## config.mk

```make
export PLATFORM = sky130hd
export DESIGN_NAME = ex_mem_pipe
export DESIGN_NICKNAME = d
export VERILOG_FILES = /design/src/rtl/ex_mem_pkg.sv /design/src/rtl/ex_mem_pipe_skid.sv /design/src/rtl/ex_mem_pipe.sv
export SDC_FILE = /design/constraint.sdc
export NUM_CORES = 1
export LEC_CHECK = 0
export ABC_AREA = 1
export CAP_MARGIN = 10
export CORE_MARGIN = 1.5
export CORE_UTILIZATION = 40
export DETAILED_ROUTE_END_ITERATION = 8
export PLACE_DENSITY = 0.69
export SLEW_MARGIN = 10
export SYNTH_ARGS = -nofsm -noshare
export SYNTH_HDL_FRONTEND = slang
export SYNTH_SLANG_ARGS = --single-unit
```

## constraint.sdc

```tcl
create_clock -name clk -period 2.2 [get_ports clk]
set_clock_uncertainty 0.15 [all_clocks]
set_input_delay 0.33 -clock clk [delete_from_list [all_inputs] [get_ports clk]]
set_output_delay 0.33 -clock clk [all_outputs]
set_load 0.01 [all_outputs]
```

## src/rtl/ex_mem_pkg.sv

```systemverilog
// ex_mem_pkg: shared widths for the execute/memory pipeline boundary.
// Lane bundle = data + destination register + write enable.
package ex_mem_pkg;

  localparam int SIMD_DATA_WIDTH = 64;
  localparam int REG_ADDR_WIDTH  = 5;
  localparam int EXMEM_LANE_W    = SIMD_DATA_WIDTH + REG_ADDR_WIDTH + 1;
  localparam int EXMEM_BUNDLE_W  = 2 * EXMEM_LANE_W + 1;

  function automatic int laneWidth(input int dataW, input int rdW);
    return dataW + rdW + 1;
  endfunction

endpackage

```

## src/rtl/ex_mem_pipe_skid.sv

```systemverilog
// pipe_skid_slot: head register plus one skid entry, valid/ready, flush.
// Ready is the inverse of the skid flop, so it never depends on outReady.
module pipe_skid_slot #(
  parameter int W = 8
) (
  input  logic         clk,
  input  logic         rst_n,
  input  logic         flush,
  input  logic         inValid,
  output logic         inReady,
  input  logic [W-1:0] inData,
  output logic         outValid,
  input  logic         outReady,
  output logic [W-1:0] outData
);

  logic         headValid;
  logic         skidValid;
  logic [W-1:0] headData;
  logic [W-1:0] skidData;
  logic         accept;
  logic         drain;

  assign inReady  = ~skidValid;
  assign outValid = headValid;
  assign outData  = headData;
  assign accept   = inValid & inReady;
  assign drain    = headValid & outReady;

  always_ff @(posedge clk or negedge rst_n) begin
    if (!rst_n) begin
      headValid <= 1'b0;
      skidValid <= 1'b0;
      headData  <= '0;
      skidData  <= '0;
    end else if (flush) begin
      headValid <= 1'b0;
      skidValid <= 1'b0;
    end else if (drain || !headValid) begin
      // Skid is older than anything new, and inReady was 0 while it was full.
      if (skidValid) begin
        headData  <= skidData;
        headValid <= 1'b1;
        skidValid <= 1'b0;
      end else if (accept) begin
        headData  <= inData;
        headValid <= 1'b1;
      end else begin
        headValid <= 1'b0;
      end
    end else if (accept) begin
      skidData  <= inData;
      skidValid <= 1'b1;
    end
  end

endmodule

```

## src/rtl/ex_mem_pipe.sv

```systemverilog
// ex_mem_pipe: two-lane EX/MEM register with skid buffer and
// forwarding taps taken from the head entry only.
module ex_mem_pipe
  import ex_mem_pkg::*;
#(
  parameter int DATA_W = SIMD_DATA_WIDTH,
  parameter int RD_W   = REG_ADDR_WIDTH
) (
  input  logic              clk,
  input  logic              rst_n,
  input  logic              ex_valid,
  output logic              ex_ready,
  input  logic [DATA_W-1:0] ex_data_0,
  input  logic [DATA_W-1:0] ex_data_1,
  input  logic [RD_W-1:0]   ex_rd_0,
  input  logic [RD_W-1:0]   ex_rd_1,
  input  logic              ex_we_0,
  input  logic              ex_we_1,
  input  logic              ex_simd,
  input  logic              flush,
  output logic              mem_valid,
  input  logic              mem_ready,
  output logic [DATA_W-1:0] mem_data_0,
  output logic [DATA_W-1:0] mem_data_1,
  output logic [RD_W-1:0]   mem_rd_0,
  output logic [RD_W-1:0]   mem_rd_1,
  output logic              mem_we_0,
  output logic              mem_we_1,
  output logic              mem_simd,
  output logic              fwd_valid_0,
  output logic              fwd_valid_1,
  output logic [RD_W-1:0]   fwd_rd_0,
  output logic [RD_W-1:0]   fwd_rd_1,
  output logic [DATA_W-1:0] fwd_data_0,
  output logic [DATA_W-1:0] fwd_data_1
);

  localparam int LW = laneWidth(DATA_W, RD_W);
  localparam int BW = 2 * LW + 1;

  logic [BW-1:0] exBus;
  logic [BW-1:0] headBus;
  logic          headWe0;
  logic          headWe1;

  assign exBus = {ex_simd,
                  ex_we_1, ex_rd_1, ex_data_1,
                  ex_we_0, ex_rd_0, ex_data_0};

  pipe_skid_slot #(.W(BW)) uSlot (
    .clk      (clk),
    .rst_n    (rst_n),
    .flush    (flush),
    .inValid  (ex_valid),
    .inReady  (ex_ready),
    .inData   (exBus),
    .outValid (mem_valid),
    .outReady (mem_ready),
    .outData  (headBus)
  );

  assign mem_data_0 = headBus[0 +: DATA_W];
  assign mem_rd_0   = headBus[DATA_W +: RD_W];
  assign headWe0    = headBus[DATA_W + RD_W];
  assign mem_data_1 = headBus[LW +: DATA_W];
  assign mem_rd_1   = headBus[LW + DATA_W +: RD_W];
  assign headWe1    = headBus[LW + DATA_W + RD_W];
  assign mem_simd   = headBus[BW-1];

  assign mem_we_0    = headWe0 & mem_valid;
  assign mem_we_1    = headWe1 & mem_valid;
  assign fwd_valid_0 = mem_we_0;
  assign fwd_valid_1 = mem_we_1;
  assign fwd_rd_0    = mem_rd_0;
  assign fwd_rd_1    = mem_rd_1;
  assign fwd_data_0  = mem_data_0;
  assign fwd_data_1  = mem_data_1;

endmodule

```

==> flow_summary.yaml <==
setup_path:
  crit_slowest_cell: "clkdlybuf4s50_1"
  start_kind: "register"
  critPathKind: "reg2out"
  cp_cell_sequence: "nand2_1 > inv_1 > clkdlybuf4s50_1"
  rr_endpoint: "uSlot.outData[59]"
  required_ns: 1.72
  startpoint: "uSlot.outValid"
  worstSetupEndpointType: "output port"
  endpoint: "fwd_valid_1"
  worstPathMaxFanout: 4
  r2r_start: "uSlot.skidValid"
  slowest_delay_ns: 0.54
  reg2reg_slack_ns: 0.46
  worst-r2r-cell-count: 5
  critPathArrivalTime_ns: 1.59
detailed_routing:
  post_drt_wl_per_cell_microns: 16.44
  drc: 0
  wl_microns: 42110
  via_per_inst: 4.973
  ant_nets: 0
  firstDrtPassIters: 5
  via_count: 12735
  first_iter_violations: 785
power:
  p_sw_mw: 4.818
  switching_share_pct: 28.59
  leakage_nw: 9.615
  ir_drop_mv: 0.4896
  pwr-share-seq_pct: 41.8
  pwr_density_cell_mw_per_mm2: 892.7
  fin_total_pwr_mw: 16.85
  power_frac_comb_pct: 23.9
  clkPwrFrac_pct: 34.3
  p_int_mw: 12.03
sta:
  setup_violations: 0
  finalWorstPathRequiredPeriod_ns: 2.075
  drv_slew: 0
  fin_tns_setup_ns: 0
  fin_crit_sh_pct: 94.31
  timing.fmax_mhz: 482.0
  hold_viol_final: 0
  worstMarginPinSlew_ns: 0.7486
  rsz0062_at_grt: "no"
  hold_slack_ns: 0.1738
  relSlewSlack_pct: 50.10
placement:
  gp_congestion: 0.8119
  hpwlAfterDp_microns: 26600
  io_buffers: 428
floorplan:
  start_util_pct: 40.81
  die_w_microns: 196.5
  die-area_sq_mm: 0.03861
  die_y_microns: 196.5
  rows: 70
  boundaryPins: 429
  fp.coreArea_sq_mm: 0.03670
logic_synthesis:
  avgSynthCellArea_sq_um: 7.590
  synth_nets: 2119
  ys_warn_count: 0
  yosysUniqueCellTypes: 14
  mappedNetlistArea_sq_mm: 0.01498
  synth-seq-cells: 284
  ys_seq_area_share_pct: 47.46
  syn_inst: 1973
clocking:
  htreeDepth: 2
  clock_latency_ns: 0.50
  cts_buffers: 34
  cts_tree: "done"
  clock_path_buffers: 3
  clockRootBuffer: "clkbuf_16"
  cts.sink_count: 284
  cts.reportedPaths.clkPinSlew_ns: 0.06
cells_and_area:
  area_growth_pct: 26.05
  nNetsFinal: 2214
  n_antenna_cell: 0
  layout_common_cells: "nand2_1, clkdlybuf4s50_1, nand3_1, dfrtp_1, clkbuf_16"
  final_common_cell: "nand2_1"
  drive_gt1_share_pct: 4.443
global_route:
  grt_max_degree: 82
  antenna_found_initial: 3
  grt_pass1_vias: 12449
  grt_pass1_wl_microns: 67410
  overflow: 0
  track_usage_pct: 21.66
hold_path:
  hold_class: "in2async"
run:
  max-cap-violations: 0
status:
  outcome: "finished clean"
==> cells by family after synthesis <==
kind of cell  count (synthesis)  share of synthesized area, %
flops                       284                         47.46
simple gates               1283                         34.66
buf+inv                     406                         17.88
==> what timing repair did <==
action                                  4_1_cts  5_1_grt
buffers inserted                              2        0
endpoints found under the setup margin        5        0
hold endpoints to repair                    284        0
hold buffers                                  1        0
gates resized for setup                       2        0
==> state kept, by name, indices dropped and copies added (netlist names) <==
name	flops
uSlot.outValid	1
uSlot.skidData	141
uSlot.outData	141
uSlot.skidValid	1
==> power groups by stage <==
stage	Sequential, mW	Clock [mW]	Combinational [mW]
after floorplan	6.88	0	2.82
final	7.05	5.77	4.03
after detailed placement	7.12	0	4.05
after CTS	7.05	5.90	4.08
after global routing	7.19	6.09	4.42
after global placement	7.09	0	3.97
==> cell type report <==
cell class                 count  area [sq um]
clock buffer                  52          1062
clock inverter                 9         101.3
sequential                   284          7112
tap                          468         585.6
timing repair buffer         458          4753
multi-input combinational   1283          5234
inverter                       7         28.78
fill                        3396         17820
==> worst max-delay path, delay by kind of cell, from the launching register on <==
kind | cells | cell delay, ns
buffers and inverters | 2 | 0.62
and+or+nand+nor | 1 | 0.09
DFF | 1 | 0.40
==> worst min-delay path by stage <==
stage | end | startpoint | slack (ns) | cells past startpoint
finish | uSlot.outData[70] | rst_n | 0.17 | 2
global route | uSlot.outData[70] | rst_n | 0.19 | 2
floorplan | uSlot.outData[0] | rst_n | -0.12 | 0
global placement | uSlot.outData[70] | rst_n | 0.11 | 1
detailed placement | uSlot.outData[70] | rst_n | 0.11 | 1
CTS | uSlot.outData[70] | rst_n | 0.16 | 2
==> Yosys cell counts (all sizes together) <==
master	n	area [sq um]
dfrtp	284	7107
inv	7	26.27
buf	358	2497
nor3	1	5.000
nand3	285	1431
nand2	992	3724
nor2	5	31.28
clkbuf	41	153.9
==> routing by layer <==
layer / track usage, % / wire (microns)
met4: 6.496 / 1009
met2: 36.45 / 20120
met3: 4.483 / 3289
met1: 28.09 / 17660
met5: 0 / 31
==> stage by stage <==
step | util, % | cells | worst slack [ns] | instance area (sq um)
after floorplan | - | 1973 | 0.6970 | 14980
after detailed placement | 48.20 | 2497 | 0.1228 | 17690
final | 51.44 | 2561 | 0.1252 | 18880
after CTS | 51.44 | 2561 | 0.08537 | 18880
after global routing | 51.44 | 2561 | 0.06740 | 18880
after global placement | 48.20 | 2497 | 0.1903 | 17690
Power figures use the tool's default switching activity.
